$ cat config.mk
export PLATFORM = sky130hd
export DESIGN_NAME = dcache_axi_bridge
export DESIGN_NICKNAME = d
export VERILOG_FILES = /design/src/rtl/dcache_axi_bridge.sv
export SDC_FILE = /design/constraint.sdc
export NUM_CORES = 1
export LEC_CHECK = 0
export CAP_MARGIN = 10
export CORE_AREA = 2 2 271 273
export CTS_CLUSTER_DIAMETER = 60
export CTS_CLUSTER_SIZE = 20
export DETAILED_ROUTE_END_ITERATION = 8
export DIE_AREA = 0 0 273 275
export GPL_TIMING_DRIVEN = 0
export PLACE_DENSITY_LB_ADDON = 0.3
export SYNTH_ARGS = -nofsm -noshare
export SYNTH_HDL_FRONTEND = slang
export SYNTH_SLANG_ARGS = --single-unit
$ cat constraint.sdc
create_clock -name clk -period 3.21 [get_ports clk]
set_input_delay 0.642 -clock clk [delete_from_list [all_inputs] [get_ports clk]]
set_output_delay 0.642 -clock clk [all_outputs]
set_load 0.005 [all_outputs]
$ cat src/rtl/dcache_axi_bridge.sv
// Line-granular AXI4 master for the data cache: one refill or write-back at a time,
// each run as a single INCR burst of LINE_WORDS beats and finished with a one-cycle grant.
module dcache_axi_bridge #(
  parameter int unsigned LINE_WORDS = 8,
  parameter int unsigned CNT_W      = 3
) (
  input  logic                       clk,
  input  logic                       rst,
  input  logic [31:0]                cache_addr,
  input  logic                       cache_rd_req,
  input  logic                       cache_wr_req,
  input  logic [LINE_WORDS*32-1:0]   cache_wr_data,
  output logic [LINE_WORDS*32-1:0]   cache_rd_data,
  output logic                       cache_gnt,
  output logic [31:0]                araddr,
  output logic [7:0]                 arlen,
  output logic                       arvalid,
  input  logic                       arready,
  input  logic [31:0]                rdata,
  input  logic                       rlast,
  input  logic                       rvalid,
  output logic                       rready,
  output logic [31:0]                awaddr,
  output logic [7:0]                 awlen,
  output logic                       awvalid,
  input  logic                       awready,
  output logic [31:0]                wdata,
  output logic                       wlast,
  output logic                       wvalid,
  input  logic                       wready,
  input  logic                       bvalid,
  output logic                       bready
);

  localparam int unsigned WORD_W = 32;
  localparam int unsigned OFS_W  = CNT_W + 2;

  typedef enum logic [2:0] {
    S_IDLE,
    S_AR,
    S_R,
    S_AW,
    S_W,
    S_B,
    S_GNT
  } state_t;

  state_t state;
  state_t state_next;

  logic [CNT_W-1:0]                   cnt;
  logic [CNT_W-1:0]                   cnt_next;
  logic [31:0]                        addr_q;
  logic [LINE_WORDS-1:0][WORD_W-1:0]  wbuf;
  logic [LINE_WORDS-1:0][WORD_W-1:0]  rd_line;

  logic                               r_fire;
  logic                               w_fire;
  logic                               aw_fire;
  logic                               ar_fire;
  logic                               b_fire;

  logic                               arvalid_d;
  logic                               rready_d;
  logic                               awvalid_d;
  logic                               wvalid_d;
  logic                               wlast_d;
  logic [WORD_W-1:0]                  wdata_d;
  logic                               bready_d;
  logic                               gnt_d;

  // Byte offset within the line is never driven onto the bus.
  logic                               unused_addr_bits;
  assign unused_addr_bits = ^cache_addr[OFS_W-1:0];

  assign ar_fire = arvalid && arready;
  assign r_fire  = rvalid  && rready;
  assign aw_fire = awvalid && awready;
  assign w_fire  = wvalid  && wready;
  assign b_fire  = bvalid  && bready;

  // State register
  always_ff @(posedge clk) begin
    if (rst) begin
      state <= S_IDLE;
    end else begin
      state <= state_next;
    end
  end

  // Next state and beat counter; rlast alone terminates a read burst
  always_comb begin
    state_next = state;
    cnt_next   = cnt;
    case (state)
      S_IDLE: begin
        if (cache_wr_req) begin
          state_next = S_AW;
        end else if (cache_rd_req) begin
          state_next = S_AR;
        end
      end
      S_AR: begin
        if (ar_fire) begin
          state_next = S_R;
          cnt_next   = '0;
        end
      end
      S_R: begin
        if (r_fire) begin
          cnt_next = cnt + 1'b1;
          if (rlast) begin
            state_next = S_GNT;
          end
        end
      end
      S_AW: begin
        if (aw_fire) begin
          state_next = S_W;
          cnt_next   = '0;
        end
      end
      S_W: begin
        if (w_fire) begin
          cnt_next = cnt + 1'b1;
          if (wlast) begin
            state_next = S_B;
          end
        end
      end
      S_B: begin
        if (b_fire) begin
          state_next = S_GNT;
        end
      end
      S_GNT: begin
        state_next = S_IDLE;
      end
      default: begin
        state_next = S_IDLE;
      end
    endcase
  end

  // Next values of the registered AXI/cache outputs, decoded from the upcoming state
  always_comb begin
    arvalid_d = 1'b0;
    rready_d  = 1'b0;
    awvalid_d = 1'b0;
    wvalid_d  = 1'b0;
    wlast_d   = 1'b0;
    wdata_d   = '0;
    bready_d  = 1'b0;
    gnt_d     = 1'b0;
    case (state_next)
      S_AR:  arvalid_d = 1'b1;
      S_R:   rready_d  = 1'b1;
      S_AW:  awvalid_d = 1'b1;
      S_W: begin
        wvalid_d = 1'b1;
        wdata_d  = wbuf[cnt_next];
        wlast_d  = (cnt_next == CNT_W'(LINE_WORDS - 1));
      end
      S_B:   bready_d  = 1'b1;
      S_GNT: gnt_d     = 1'b1;
      default: begin
        gnt_d = 1'b0;
      end
    endcase
  end

  // Output registers
  always_ff @(posedge clk) begin
    if (rst) begin
      arvalid   <= 1'b0;
      rready    <= 1'b0;
      awvalid   <= 1'b0;
      wvalid    <= 1'b0;
      wlast     <= 1'b0;
      wdata     <= '0;
      bready    <= 1'b0;
      cache_gnt <= 1'b0;
    end else begin
      arvalid   <= arvalid_d;
      rready    <= rready_d;
      awvalid   <= awvalid_d;
      wvalid    <= wvalid_d;
      wlast     <= wlast_d;
      wdata     <= wdata_d;
      bready    <= bready_d;
      cache_gnt <= gnt_d;
    end
  end

  // Request latch on leaving IDLE, beat counter and refill line capture
  always_ff @(posedge clk) begin
    if (rst) begin
      cnt     <= '0;
      addr_q  <= '0;
      wbuf    <= '0;
      rd_line <= '0;
    end else begin
      cnt <= cnt_next;
      if ((state == S_IDLE) && (state_next != S_IDLE)) begin
        addr_q <= {cache_addr[31:OFS_W], OFS_W'(0)};
        if (cache_wr_req) begin
          wbuf <= cache_wr_data;
        end
      end
      if ((state == S_R) && r_fire) begin
        rd_line[cnt] <= rdata;
      end
    end
  end

  assign cache_rd_data = rd_line;
  assign araddr        = addr_q;
  assign awaddr        = addr_q;
  assign arlen         = 8'(LINE_WORDS - 1);
  assign awlen         = 8'(LINE_WORDS - 1);

endmodule

==> results of run 1 <==
## metal layers
layer	vias up	part of all wire	track usage
met5	-	0.00063	0
met4	10	0.042	0.106
met3	171	0.071	0.0543
met2	763	0.49	0.419
met1	10100	0.40	0.282
li1	10500	-	-
## timing repair
item | 4_1_cts | 5_1_grt
resized for setup | 1 | 5
gates cloned | 0 | 0
setup endpoints to repair | 10 | 15
endpoints found under the hold margin | 0 | 0
pin swaps | 0 | 0
## power by group through the flow
| stage | registers, uW | logic (uW) | clock network (uW) |
|---|---|---|---|
| floorplan | 7820 | 1030 | 0 |
| global placement | 7860 | 2040 | 0 |
| detailed placement | 7870 | 2050 | 0 |
| CTS | 7700 | 2060 | 6140 |
| global route | 7740 | 2220 | 6410 |
| finish | 7700 | 2050 | 6040 |
## final cells by class
cell class | count | area share
Buffer | 293 | 0.0455
Inverter | 4 | 0.000467
Clock buffer | 53 | 0.0379
Sequential cell | 584 | 0.364
Clock inverter | 30 | 0.0105
Tap cell | 959 | 0.0373
Multi-Input combinational cell | 1945 | 0.304
Antenna cell | 10 | 0.000779
Timing Repair Buffer | 643 | 0.200
## worst paths after layout
check / from / end / slack, ps
min: rdata[28] / cache_rd_data[60] / 420
min reg2reg: wbuf[8] / wbuf[8] / 450
max reg2reg: state[2] / wbuf[25] / 280
max: state[2] / wbuf[25] / 280
## kinds of logic after synthesis
logic type                 share of synthesized area
buffers and inverters                         0.0645
AOI/OAI and AO/OA                              0.143
adders and majority gates                   0.000548
DFF                                            0.512
muxes                                         0.0877
and+or+nand+nor                                0.191
other                                       0.000329
## Yosys cell counts (2+ instances only)
library cell	n	area (sq um)
sky130_fd_sc_hd__nand2_1	1092	4100
sky130_fd_sc_hd__dfxtp_1	584	11700
sky130_fd_sc_hd__a21oi_1	543	2720
sky130_fd_sc_hd__clkbuf_1	176	661
sky130_fd_sc_hd__mux2i_1	128	1280
sky130_fd_sc_hd__mux2_2	64	721
sky130_fd_sc_hd__buf_4	56	420
sky130_fd_sc_hd__o22ai_2	32	400
sky130_fd_sc_hd__clkbuf_2	30	150
sky130_fd_sc_hd__buf_2	13	65.1
sky130_fd_sc_hd__nor2_1	11	41.3
sky130_fd_sc_hd__buf_6	8	90.1
sky130_fd_sc_hd__buf_1	7	26.3
sky130_fd_sc_hd__nand3_1	5	25.0
sky130_fd_sc_hd__and3_1	4	25.0
sky130_fd_sc_hd__nor3_1	4	20.0
sky130_fd_sc_hd__buf_8	3	45.0
sky130_fd_sc_hd__inv_1	3	11.3
sky130_fd_sc_hd__nor2b_1	3	18.8
sky130_fd_sc_hd__a31oi_1	2	12.5
sky130_fd_sc_hd__and2_1	2	12.5
sky130_fd_sc_hd__conb_1	2	7.51
sky130_fd_sc_hd__nor4b_1	2	17.5
sky130_fd_sc_hd__o22ai_1	2	12.5
sky130_fd_sc_hd__or3_1	2	12.5
## worst register-to-register path: cells and delay by family, from the launching register on
| kind | cells | cell delay [ps] |
|---|---|---|
| AO/OA/AOI/OAI | 1 | 140 |
| flip-flops | 1 | 300 |
| buffers and inverters | 5 | 1670 |
| AND/OR/NAND/NOR | 3 | 750 |
## state kept, by name (all words and copies together), names as in the netlist
signal,cells
araddr,27
arvalid,1
awvalid,1
bready,1
cache_gnt,1
cache_rd_data,256
cnt,3
rready,1
state,3
wbuf,256
wdata,32
wlast,1
wvalid,1
## per-stage QoR
stage	utilization	hold slack, ps	setup TNS (ps)	worst slack [ps]
detailed placement	0.422	446	-24940	-400
CTS	0.444	377	0	123
global route	0.444	390	0	15.8
floorplan	-	436	0	1010
global placement	0.422	441	-93540	-869
finish	0.444	417	0	284
==> impl_metrics.json, run 1 <==
{
  "run_status": "finished, final reports clean",
  "final_max_slew_viol_count": 0,
  "cts_inserted_buffers": 46,
  "cts_max_path_buffers": 3,
  "timing.critical_path.arrival_ps": 3450,
  "ctsHoldBuffers": 0,
  "dieArea_sq_um": 75100,
  "postCtsSetupBuffers": 0,
  "critPathBufInv": 5,
  "timing.hold.worst_path_depth": 3,
  "synth_seq_area_share": 0.512,
  "synth_async_sr_flop_share": 0,
  "start_util": 0.315,
  "critPathCaptureType": "flop",
  "drt_wl_cell_um": 21.0,
  "chip_height_um": 275,
  "power_uw": 15800,
  "switchingPower_uw": 4390,
  "min_path_type": "in2reg",
  "critical_path.cell_chain": "buf_4 -> nor3_1 -> buf_4 -> and2_1 -> clkbuf_1 -> clkbuf_2 -> clkbuf_1 -> nand2_1 -> a21oi_1",
  "internal_power_uw": 11400,
  "via_cell_ratio": 4.77,
  "route.vias.total": 21500,
  "ioPinCount": 705,
  "clock_sinks": 584,
  "area.sequential_sq_um": 11700,
  "antenna_violating_nets_post_route": 0,
  "cellLeakagePower_uw": 0.0106,
  "synth_cells": 2802,
  "post_synth_instance_area_sq_um": 22800,
  "cp.depth": 9,
  "clock_latency_ps": 610,
  "final_design_area_no_fill_sq_um": 32100,
  "crit_path_max_fanout": 10,
  "fillCellCount": 7484,
  "die_width_um": 273,
  "share_of_power_burned_in_the_clock_network": 0.382,
  "clock_skew_ps": 34.3,
  "clkTransAtPathRegs_ps": 80,
  "flops_latches_synth": 584,
  "clockRootBuffer": "sky130_fd_sc_hd__clkbuf_16",
  "finalNetCount": 3848,
  "antenna_found_initial": 14,
  "most-common-layout-cells": "sky130_fd_sc_hd__nand2_1, sky130_fd_sc_hd__clkdlybuf4s50_1, sky130_fd_sc_hd__dfxtp_1",
  "grt_start_max_net_pins": 21,
  "dp.final_hpwl_um": 74500,
  "synth_enable_flop_cells": 0,
  "ys_types": 49,
  "grt.overflow.total": 0,
  "min_period_over_period": 0.912,
  "fin_cells": 4521,
  "worst-endpoint-required_ps": 3740,
  "grt_first_pass_wirelength_um": 133000,
  "power.sequential.fraction": 0.488,
  "core_area_sq_um": 72300,
  "critPathLaunchType": "flop",
  "grt_setup_unrepaired": "false",
  "first_global_vias": 20100,
  "drtPass1Iterations": 7,
  "setup_viol": 0,
  "maxSlewHeadroom": 0.385,
  "cts_tree": "built",
  "wirelength_um": 94800,
  "fraction_of_layout_instances_using_a_drive_strength_above_1": 0.0853,
  "weighted_congestion_reported_at_the_end_of_routability_driven_placement": 0.885,
  "power_per_cell_area_nw_per_um2": 491,
  "worst_r2r_path_depth": 9,
  "gate_power_share": 0.130,
  "finalWorstPathRequiredPeriod_ps": 2930,
  "yosysWarningCount": 0,
  "numPortBuffers": 640,
  "grt_overall_usage": 0.240,
  "ys.flop_type": "sky130_fd_sc_hd__dfxtp_1",
  "dr.first_iter.drc_count": 1407,
  "synth.avg_cell_area_sq_um": 8.14,
  "postPlaceCellArea_sq_um": 30500,
  "cts-htree-levels": 2,
  "multi_input_area_sq_um": 9760,
  "cp_top_family": "buffers and inverters",
  "fp-row-count": 99,
  "slowest_stage": "sky130_fd_sc_hd__clkbuf_1",
  "critical_path.max_stage_delay_ps": 580,
  "timing_hold_violations_final": 0,
  "worst-setup-path-type": "reg2reg",
  "ir_worst_vdd_uv": 363,
  "post-place-cells": 4428,
  "drv_cap": 0,
  "p_sw_frac": 0.278,
  "worst-slew-pin-transition_ps": 922,
  "final_routed_drc_violation_total": 0,
  "most_frequent_standard_cell_in_the_layout_excluding_fill_and_tap_cells": "sky130_fd_sc_hd__nand2_1",
  "timing.fmax_mhz": 342,
  "area_growth_pct": 40.8
}
(Power assumes the default switching activity.)
==> run 2, diff against run 1 <==
- CORE_AREA: 2 2 271 273 -> 4 4 273 275
- DIE_AREA: 0 0 273 275 -> 0 0 277 279
==> impl_metrics.json, run 2 (same netlist as run 1, synthesis figures left out) <==
{
  "run_status": "finished, final reports clean",
  "postCtsSetupBuffers": 0,
  "final_routed_drc_violation_total": 0,
  "post-place-cells": 4428,
  "most-common-layout-cells": "sky130_fd_sc_hd__nand2_1, sky130_fd_sc_hd__clkdlybuf4s50_1, sky130_fd_sc_hd__dfxtp_1",
  "grt_setup_unrepaired": "false",
  "cts-htree-levels": 2,
  "timing.hold.worst_path_depth": 3,
  "grt.overflow.total": 0,
  "grt_start_max_net_pins": 21,
  "core_area_sq_um": 72300,
  "regToRegSetupSlack_ps": 350,
  "fraction_of_layout_instances_using_a_drive_strength_above_1": 0.0843,
  "most_frequent_standard_cell_in_the_layout_excluding_fill_and_tap_cells": "sky130_fd_sc_hd__nand2_1",
  "chip_height_um": 279,
  "dp.final_hpwl_um": 76700,
  "power_per_cell_area_nw_per_um2": 489,
  "antenna_violating_nets_post_route": 0,
  "wl_met1_um": 38100,
  "min_path_type": "in2reg",
  "dr.first_iter.drc_count": 1399,
  "crit_path_max_fanout": 10,
  "route.met2.wl_um": 48500,
  "cts_tree": "built",
  "route.vias.total": 21400,
  "antenna_found_initial": 22,
  "clock_latency_ps": 610,
  "ioPinCount": 705,
  "dieArea_sq_um": 77300,
  "worst-endpoint-required_ps": 3730,
  "worst_r2r_path_depth": 9,
  "fillCellCount": 7401,
  "switchingPower_uw": 4280,
  "start_util": 0.315,
  "maxSlewHeadroom": 0.339,
  "power.sequential.fraction": 0.491,
  "critPathLaunchType": "input port",
  "critPathCaptureType": "flop",
  "drtPass1Iterations": 7,
  "grt_first_pass_wirelength_um": 137000,
  "drt_wl_cell_um": 21.5,
  "clock_skew_ps": 33.0,
  "numPortBuffers": 640,
  "weighted_congestion_reported_at_the_end_of_routability_driven_placement": 0.864,
  "drv_cap": 0,
  "area_growth_pct": 40.6,
  "final_max_slew_viol_count": 0,
  "cellLeakagePower_uw": 0.0106,
  "p_sw_frac": 0.273,
  "worst-slew-pin-transition_ps": 989,
  "timing_hold_violations_final": 0,
  "cts_inserted_buffers": 44,
  "rr_endpoint": "wdata[18]",
  "gate_power_share": 0.131,
  "fin_cells": 4516,
  "die_width_um": 277,
  "ctsHoldBuffers": 0,
  "grt_overall_usage": 0.236,
  "hold_start": "rdata[27]",
  "met3_wirelength_um": 7270,
  "postLayoutSetupSlackWorst_ps": 182,
  "finalWorstPathRequiredPeriod_ps": 3030,
  "ir_worst_vdd_uv": 385,
  "wirelength_um": 96900,
  "share_of_power_burned_in_the_clock_network": 0.378,
  "worst-setup-path-type": "in2reg",
  "timing.fmax_mhz": 330,
  "clockRootBuffer": "sky130_fd_sc_hd__clkbuf_16",
  "clock_sinks": 584,
  "setup_viol": 0,
  "min_period_over_period": 0.943,
  "worst_hold_path.endpoint": "cache_rd_data[187]",
  "fp-row-count": 99,
  "clkTransAtPathRegs_ps": 80,
  "cts_max_path_buffers": 3,
  "via_cell_ratio": 4.75,
  "cts_repair_resize_count": 4,
  "first_global_vias": 20300,
  "startpoint_of_the_lowest_slack_register_to_register_path": "state[2]",
  "power_uw": 15700,
  "timing.critical_path.arrival_ps": 3540,
  "finalNetCount": 3846,
  "setup_tns_ps": 0,
  "internal_power_uw": 11400,
  "dr.max_layer_used": "met5",
  "post-place-ws_ps": -508
}
==> run 2: layer usage <==
metal,track usage,vias to the layer above
li1,-,10500
met1,0.276,10000
met2,0.423,736
met3,0.0610,143
met4,0.0742,22
met5,0,-
==> run 2: power by group through the flow <==
stage	clock network (uW)	registers [uW]	logic [uW]
floorplan	0	7820	1030
CTS	6030	7700	2070
detailed placement	0	7870	2060
finish	5920	7700	2050
global placement	0	7860	2040
global route	6290	7730	2230
==> run 2: area by class of cell <==
| type | instances | area, sq um | area share |
|---|---|---|---|
| Antenna cell | 10 | 25.0 | 0.000780 |
| Buffer | 293 | 1470 | 0.0457 |
| Clock buffer | 50 | 1160 | 0.0363 |
| Clock inverter | 28 | 338 | 0.0105 |
| Inverter | 4 | 15.0 | 0.000468 |
| Multi-Input combinational cell | 1945 | 9760 | 0.304 |
| Sequential cell | 584 | 11700 | 0.364 |
| Tap cell | 959 | 1200 | 0.0374 |
| Timing Repair Buffer | 643 | 6430 | 0.200 |
==> run 2: how the worst max path moves through the flow <==
stage | from | to | slack [ps] | cells past startpoint
2_1_floorplan | rvalid | wdata[26] | 1010 | 8
3_3_place_gp | rvalid | cache_rd_data[81] | -730 | 7
3_5_place_dp | cache_wr_req | wdata[21] | -510 | 8
4_1_cts | state[2] | wbuf[25] | 80 | 9
5_1_grt | cache_wr_req | wdata[21] | 30 | 8
6_report | cache_wr_req | wdata[21] | 180 | 8
==> run 2: stage by stage <==
step | utilization | hold slack, ps | instance area [sq um]
after global routing | 0.443 | 401 | 32100
after CTS | 0.443 | 373 | 32100
after floorplan | - | 436 | 22900
final | 0.444 | 403 | 32100
after global placement | 0.422 | 441 | 30500
after detailed placement | 0.422 | 446 | 30500
==> run 2: worst max-delay path, stage by stage <==
cell                              delay, ps
sky130_fd_sc_hd__clkdlybuf4s50_1        700
sky130_fd_sc_hd__o21a_1                 300
sky130_fd_sc_hd__buf_2                  210
sky130_fd_sc_hd__nor4b_4                490
sky130_fd_sc_hd__and3_1                 310
sky130_fd_sc_hd__nand2_1                240
sky130_fd_sc_hd__clkdlybuf4s15_2        450
sky130_fd_sc_hd__o22ai_2                190
==> run 3, diff against run 2 <==
- CORE_AREA: 4 4 273 275 -> unset
- CORE_ASPECT_RATIO: unset -> 0.7
- CORE_MARGIN: unset -> 4
- CORE_UTILIZATION: unset -> 28
- DIE_AREA: 0 0 277 279 -> unset
- MAX_ROUTING_LAYER: unset -> met4
==> impl_metrics.json, run 3 (same netlist as run 1, synthesis figures left out) <==
{
  "final_max_slew_viol_count": 0,
  "cts_inserted_buffers": 43,
  "regToRegSetupSlack_ps": 120,
  "dp.final_hpwl_um": 78000,
  "area_growth_pct": 40.9,
  "worst-endpoint-required_ps": 3720,
  "fp-row-count": 87,
  "maxSlewHeadroom": 0.236,
  "rr_endpoint": "wbuf[30]",
  "crit_path_max_fanout": 10,
  "worst_hold_path.endpoint": "cache_rd_data[46]",
  "antenna_violating_nets_post_route": 0,
  "most_frequent_standard_cell_in_the_layout_excluding_fill_and_tap_cells": "sky130_fd_sc_hd__nand2_1",
  "dr.first_iter.drc_count": 1706,
  "finalNetCount": 3844,
  "start_util": 0.283,
  "timing.critical_path.mode_cell": "sky130_fd_sc_hd__clkbuf_2",
  "finalWorstPathRequiredPeriod_ps": 3090,
  "switchingPower_uw": 4320,
  "clock_latency_ps": 590,
  "p_sw_frac": 0.277,
  "grt_setup_unrepaired": "false",
  "timing_hold_violations_final": 0,
  "cts_tree": "built",
  "drtPass1Iterations": 5,
  "internal_power_uw": 11300,
  "share_of_power_burned_in_the_clock_network": 0.371,
  "wirelength_um": 99600,
  "grt_first_pass_wirelength_um": 140000,
  "worst-setup-path-type": "reg2reg",
  "power.sequential.fraction": 0.493,
  "worst-slew-pin-transition_ps": 1150,
  "ctsHoldBuffers": 0,
  "gate_power_share": 0.136,
  "drt_wl_cell_um": 21.6,
  "setup_tns_ps": 0,
  "chip_height_um": 247,
  "hold_start": "rdata[14]",
  "clockRootBuffer": "sky130_fd_sc_hd__clkbuf_16",
  "weighted_congestion_reported_at_the_end_of_routability_driven_placement": 0.900,
  "critPathLaunchType": "flop",
  "most-common-layout-cells": "sky130_fd_sc_hd__nand2_1, sky130_fd_sc_hd__clkdlybuf4s50_1, sky130_fd_sc_hd__dfxtp_1",
  "grt.overflow.total": 0,
  "ir_worst_vdd_uv": 366,
  "clock_skew_ps": 26.9,
  "fraction_of_layout_instances_using_a_drive_strength_above_1": 0.0820,
  "worst_r2r_path_depth": 8,
  "clock_sinks": 584,
  "grt_overall_usage": 0.225,
  "ioPinCount": 705,
  "postLayoutSetupSlackWorst_ps": 116,
  "die_width_um": 349,
  "dieArea_sq_um": 86200,
  "core_area_sq_um": 80700,
  "numPortBuffers": 640,
  "cts-htree-levels": 2,
  "critPathCaptureType": "flop",
  "cts_max_path_buffers": 3,
  "antenna_found_initial": 14,
  "slowest_stage": "sky130_fd_sc_hd__clkbuf_2",
  "timing.critical_path.arrival_ps": 3600,
  "via_cell_ratio": 4.75,
  "run_status": "finished, final reports clean",
  "startpoint_of_the_lowest_slack_register_to_register_path": "state[2]",
  "final_routed_drc_violation_total": 0,
  "post-place-ws_ps": -868,
  "clkTransAtPathRegs_ps": 90,
  "drv_cap": 0,
  "power_per_cell_area_nw_per_um2": 486,
  "min_path_type": "in2reg",
  "critical_path.max_stage_delay_ps": 500,
  "first_global_vias": 20600,
  "critical_path.cell_chain": "buf_4 -> nor3_2 -> and2_1 -> clkbuf_1 -> clkbuf_2 -> clkbuf_2 -> nand2_1 -> a21oi_1",
  "cellLeakagePower_uw": 0.0106,
  "timing.hold.worst_path_depth": 3,
  "grt_start_max_net_pins": 21,
  "setup_viol": 0,
  "timing.fmax_mhz": 323,
  "min_period_over_period": 0.964,
  "route.vias.total": 21900
}
==> run 3: worst max path at each step <==
stage | startpoint | to | slack (ps)
final | state[2] | wbuf[30] | 120
after global placement | rvalid | cache_rd_data[86] | -990
after detailed placement | cache_wr_req | wbuf[30] | -870
after CTS | cache_wr_req | wdata[29] | 180
after global routing | cache_wr_req | wdata[29] | 40
after floorplan | rvalid | wdata[26] | 1010
==> run 3: power groups by stage <==
stage | Combinational [uW] | Sequential, uW | Clock [uW]
2_1_floorplan | 1030 | 7820 | 0
3_3_place_gp | 2080 | 7860 | 0
3_5_place_dp | 2090 | 7870 | 0
4_1_cts | 2100 | 7700 | 5910
5_1_grt | 2280 | 7740 | 6200
6_report | 2110 | 7700 | 5790
==> run 3: critical path: cells and delay by family (launching register included) <==
kind	cells	cell delay [ps]
buffers and inverters	4	1590
and+or+nand+nor	3	930
DFF	1	300
AOI/OAI and AO/OA	1	200
==> run 3: metrics by stage <==
stage | utilization | cell area (sq um) | power (uW) | instances | hold slack, ps
finish | 0.398 | 32100 | 15600 | 4617 | 442
global route | 0.398 | 32100 | 16200 | 4616 | 406
CTS | 0.398 | 32100 | 15700 | 4605 | 383
detailed placement | 0.380 | 30700 | 9960 | 4536 | 445
global placement | 0.380 | 30700 | 9940 | 4534 | 440
floorplan | - | 22900 | 8850 | 2826 | 436
==> run 3: cell type report <==
cell class	instances	area [sq um]
repair buffers	642	6420
plain buffers	293	1480
clock buffers	50	1150
inverters	4	15.0
fillers	8320	48500
diodes	12	30.0
flip-flops and latches	584	11700
multi-input cells	1945	9770
well taps	1068	1340
clock inverters	19	254
==> run 3: metal layers <==
layer,vias up,GRT usage,part of all wire,routed length (um)
met4,0,0.0564,0.023,2250
li1,10500,-,-,-
met3,114,0.0642,0.091,9050
met5,-,-,0,0
met2,794,0.328,0.43,42900
met1,10500,0.307,0.46,45400
==> run 3: timing repair <==
action | CTS | global route
gates resized for setup | 8 | 1
setup buffers | 0 | 0
endpoints found under the hold margin | 0 | 0
endpoints found under the setup margin | 99 | 3
